**src/rtl/alu_issue_stage.sv**
```systemverilog
// alu_issue_stage: command FIFO in front of a combinational ALU, with a
// registered result/flag output stage. Both sides use valid/ready handshakes.
// The FIFO head drives the ALU inputs directly. A result is captured when the
// FIFO has a command and the output register is empty or being consumed.
// Optional build macro: ALU_ISSUE_STATS_EN adds saturating op/overflow counters
// on stat_ops/stat_ovf. Without it, both ports are tied to zero.
module alu_issue_stage #(
  parameter int W     = 4,
  parameter int DEPTH = 4
) (
  input  logic                   clk,
  input  logic                   rst_n,
  input  logic                   cmd_valid,
  output logic                   cmd_ready,
  input  logic [W-1:0]           cmd_a,
  input  logic [W-1:0]           cmd_b,
  input  logic [1:0]             cmd_select,
  output logic [W-1:0]           alu_a,
  output logic [W-1:0]           alu_b,
  output logic [1:0]             alu_select,
  input  logic [W-1:0]           alu_out,
  input  logic                   alu_zero,
  input  logic                   alu_carry,
  input  logic                   alu_sign,
  input  logic                   alu_parity,
  input  logic                   alu_overflow,
  output logic                   res_valid,
  input  logic                   res_ready,
  output logic [W-1:0]           res_out,
  output logic [4:0]             res_flags,
  output logic [$clog2(DEPTH):0] fifo_level,
  output logic [15:0]            stat_ops,
  output logic [15:0]            stat_ovf
);

  localparam int AW = $clog2(DEPTH);
  localparam int PW = AW + 1;
  localparam logic [PW-1:0] FULL_LEVEL = PW'(DEPTH);

  typedef struct packed {
    logic [W-1:0] a;
    logic [W-1:0] b;
    logic [1:0]   select;
  } cmd_t;

  cmd_t          mem [DEPTH];
  cmd_t          head;
  logic [PW-1:0] wr_ptr;
  logic [PW-1:0] rd_ptr;
  logic          push;
  logic          fire;

  // Pointers carry one extra wrap bit, so the plain difference is the occupancy
  // and full/empty need no separate flag.
  assign fifo_level = wr_ptr - rd_ptr;
  assign cmd_ready  = (fifo_level != FULL_LEVEL);
  assign push       = cmd_valid && cmd_ready;
  assign fire       = (fifo_level != '0) && (!res_valid || res_ready);
  assign head       = mem[rd_ptr[AW-1:0]];

  // Present the head command to the ALU; drive zeros while the FIFO is empty.
  always_comb begin
    // NOTE: every output gets a default first so no path can infer a latch.
    alu_a      = '0;
    alu_b      = '0;
    alu_select = '0;
    if (fifo_level != '0) begin
      alu_a      = head.a;
      alu_b      = head.b;
      alu_select = head.select;
    end
  end

  // Command storage write port.
  always_ff @(posedge clk) begin
    // NOTE: the storage array has no reset; the pointers alone decide which entries are valid.
    if (push) begin
      mem[wr_ptr[AW-1:0]] <= '{a: cmd_a, b: cmd_b, select: cmd_select};
    end
  end

  // Advance the write pointer on push and the read pointer on capture.
  always_ff @(posedge clk or negedge rst_n) begin
    // NOTE: sequential state uses non-blocking assignments so every register samples pre-edge values.
    if (!rst_n) begin
      wr_ptr <= '0;
      rd_ptr <= '0;
    end else begin
      if (push) wr_ptr <= wr_ptr + PW'(1);
      if (fire) rd_ptr <= rd_ptr + PW'(1);
    end
  end

  // Output stage: capture on fire, and clear valid when the last result drains.
  always_ff @(posedge clk or negedge rst_n) begin
    if (!rst_n) begin
      res_valid <= 1'b0;
      res_out   <= '0;
      res_flags <= '0;
    end else if (fire) begin
      res_valid <= 1'b1;
      res_out   <= alu_out;
      res_flags <= {alu_overflow, alu_parity, alu_sign, alu_carry, alu_zero};
    end else if (res_valid && res_ready) begin
      res_valid <= 1'b0;
    end
  end

`ifdef ALU_ISSUE_STATS_EN
  // Saturating counters for issued operations and for operations that overflowed.
  always_ff @(posedge clk or negedge rst_n) begin
    if (!rst_n) begin
      stat_ops <= '0;
      stat_ovf <= '0;
    end else if (fire) begin
      if (stat_ops != 16'hFFFF) stat_ops <= stat_ops + 16'd1;
      if (alu_overflow && (stat_ovf != 16'hFFFF)) stat_ovf <= stat_ovf + 16'd1;
    end
  end
`else
  assign stat_ops = 16'h0000;
  assign stat_ovf = 16'h0000;
`endif

endmodule

```
**config.mk**
```make
export PLATFORM = sky130hd
export DESIGN_NAME = alu_issue_stage
export DESIGN_NICKNAME = d
export VERILOG_FILES = /design/src/rtl/alu_issue_stage.sv
export SDC_FILE = /design/constraint.sdc
export NUM_CORES = 1
export LEC_CHECK = 0
export CORE_MARGIN = 5
export CORE_UTILIZATION = 30
export DETAILED_ROUTE_END_ITERATION = 12
export HOLD_SLACK_MARGIN = 0.1
export SLEW_MARGIN = 20
export SYNTH_ARGS = -nofsm -noshare
export SYNTH_HDL_FRONTEND = slang
export SYNTH_SLANG_ARGS = --single-unit
```
**constraint.sdc**
```tcl
create_clock -name clk -period 3.9 [get_ports clk]
set_clock_uncertainty 0.15 [all_clocks]
set_input_delay 0.78 -clock clk [delete_from_list [all_inputs] [get_ports clk]]
set_output_delay 0.78 -clock clk [all_outputs]
set_load 0.1 [all_outputs]
```
==> results by group <==
Setup path
  • Crit-path max FO: 11
  • Critical Path AT: 2.60 ns
  • CP startpoint kind: flip-flop
  • Setup crit end kind: output pin
  • Crit Path Category: flip-flop to output pin
  • Required @ worst endpoint: 2.97 ns

Worst hold path
  • Tightest Hold Check Type: flip-flop to flip-flop

Global route
  • Largest net degree at the start of global routing: 20
  • GRT Overall Usage: 8.36%
  • Initial antenna violation count: 0
  • First-pass GRT wire length: slightly above 7 mm
  • Vias in the first global route: 1,351
  • Gr ovfl total: 0

CTS
  • # Post-CTS Setup Buffers: 0
  • Post-CTS Hold Fix Bufs: 0
  • Total CTS buffers: 5
  • Worst-path clk slew: 0.09 ns
  • Clk buf depth: 2
  • CTS Root Cell: clkbuf_8
  • Clock sink count: 56
  • Post_cts resized: 0
  • H-tree levels: 2
  • CTS tree: done
  • Worst-Skew Late Latency: 0.29 ns

STA
  • Final Hold Fails: 0
  • Setup TNS: 0 ns
  • RSZ-0062 raised after global routing: no
  • Slew margin rel.: 34.6%
  • # setup viols final: 0
  • Setup ws final: 0.373 ns
  • Max-slew violations: 0
  • Worst-margin pin slew: approximately 0.98 ns
  • Minimum clock period after layout: between 3 and 4 ns
  • Final Cycle Share: between 90% and 100%
  • Max frequency: 284 MHz

Drt
  • ANT nets after route: 0
  • Drt total wl: 4.47 mm
  • Total number of vias: 1,297
  • DRC viols: 0
  • DR vias/cell: 4.03
  • DR WL/cell: roughly 14 um
  • Initial DRC Count: 38
  • Drt pass-1 iters: 4

Yosys
  • Sequential share of the synthesized area: 60.8%
  • Mapped Area: roughly 2600 um^2
  • Mapped Avg Cell Area: 16.3 um^2
  • Register bit total from synthesis: 56
  • Synth area leader: edfxtp_1
  • Synthesis Warnings: 0
  • Largest cells by area after synthesis: edfxtp_1 (46%), dfrtp_1 (15%), buf_4 (9.1%), mux4_2 (8.6%), mux2_4 (5.1%)
  • Top-area cell type share of the netlist area: 45.6%
  • Yosys cell types: 30
  • Cells after Synth: 162

Die
  • Row cnt: 34
  • Std-Cell Core Area: between 8000 and 9000 um^2
  • Total die area: 10,700 um^2
  • Die H: between 100 and 150 um
  • Top Ports: 79
  • Initial Util: 30.5%
  • Die W: 104 um

Place
  • DP HPWL: 3.23 mm
  • Routability cong.: 0.771
  • I/O Buffers: 46
  • Pre-CTS setup slack: 0.671 ns
  • Placed cells: 314

Layout
  • Layout Nets: between 200 and 250
  • Antenna fix cells: 0
  • Util after Layout: approximately 39%
  • Layout cells sized above 1: between 20% and 30%
  • Area growth, synth to finish: 26.4%
  • Final std cells w/o fill: 322

Job
  • Number of max-cap violations: 0

Outcome
  • Status: completed
[cells in the mapped netlist]
cell        n
edfxtp_1   40
dfrtp_1    16
nor3_1      2
buf_4      32
a211o_2     1
clkbuf_1    1
nor2_1      1
mux4_2     10
and2_2      1
nand2b_1    1
o21ai_2     1
conb_1      1
xnor2_1     2
mux2_4      9
a21oi_4     1
mux2_2      2
xor2_1      2
buf_12      1
nor2b_1    11
xnor3_2     1
a21oi_1     1
ha_1        6
and3_1      3
fa_1        1
buf_2       2
a21o_1      1
inv_1       6
o211ai_1    1
a2111oi_0   1
nand2_1     4
[cell usage in the layout (no fill, tap or decap)]
cell type / netlist / routed
edfxtp_1: 40 / 40
conb_1: 1 / 32
clkdlybuf4s50_1: 0 / 32
dfrtp_1: 16 / 16
buf_12: 1 / 12
mux4_2: 10 / 10
nor2b_2: 0 / 10
mux2_4: 9 / 9
inv_1: 6 / 6
ha_1: 6 / 6
clkbuf_8: 0 / 5
buf_4: 32 / 5
nand2_1: 4 / 4
and3_1: 3 / 3
mux2_2: 2 / 2
xnor2_1: 2 / 2
xor2_1: 2 / 2
nor3_1: 2 / 2
inv_6: 0 / 2
xnor3_2: 1 / 1
nor2_1: 1 / 1
and2_2: 1 / 1
a21oi_1: 1 / 1
nor2b_1: 11 / 1
a21oi_4: 1 / 1
o21ai_2: 1 / 1
a211o_2: 1 / 1
nand2b_1: 1 / 1
o211ai_1: 1 / 1
a2111oi_0: 1 / 1
a21o_1: 1 / 1
fa_1: 1 / 1
clkinvlp_4: 0 / 1
[sequential cells by signal (all words and copies together), names as in the netlist]
register / count
mem: 40
rd_ptr: 3
res_flags: 5
res_out: 4
res_valid: 1
wr_ptr: 3
[area by class of cell]
class,count,area [um^2]
tap,108,135
clock inverter,3,25.0
clock buffer,5,68.8
inverter,6,22.5
fill,804,5310
sequential,56,1600
multi-input combinational,95,876
timing repair buffer,49,598
[kinds of logic after synthesis]
kind of cell	synth area share, %
compound gates	2.42
xor+xnor	2.23
fa+ha+maj	3.61
buf+inv	11.3
flops	60.8
mux	14.5
other cells	0.142
simple gates	4.94
[layer usage]
layer	GRT usage, %	wire, um	vias to the layer above
met2	13.4	2100	70
met5	0	0	-
li1	-	-	615
met1	10.1	1810	610
met4	2.22	23	0
met3	3.98	528	2
[stage by stage]
stage | area (um^2) | hold slack (ns)
final | 3330 | 0.369
after global routing | 3330 | 0.399
after CTS | 3330 | 0.376
after detailed placement | 3230 | 0.342
after global placement | 3230 | 0.347
after floorplan | 2770 | 0.334
[final timing paths]
check	start	endpoint	slack, ns	depth (start not counted)
hold reg to reg	res_flags[4]	res_flags[4]	0.37	1
max in group asynchronous	rst_n	rd_ptr[2]	2.38	1
min in group asynchronous	rst_n	wr_ptr[0]	0.76	1
setup reg to reg	wr_ptr[0]	mem[1][0]	1.08	7
hold / removal	res_flags[4]	res_flags[4]	0.37	1
setup / recovery	wr_ptr[0]	alu_a[3]	0.37	9
[critical path: stages (launching register included)]
cell	delay, ns
dfrtp_1	0.42
inv_1	0.11
ha_1	0.22
fa_1	0.44
xnor3_2	0.30
inv_1	0.17
nor2_1	0.07
buf_4	0.20
nor2b_2	0.19
buf_12	0.19
Power is not shown: default switching activity piles up to over one toggle a cycle in this logic, so the estimate is an artifact.
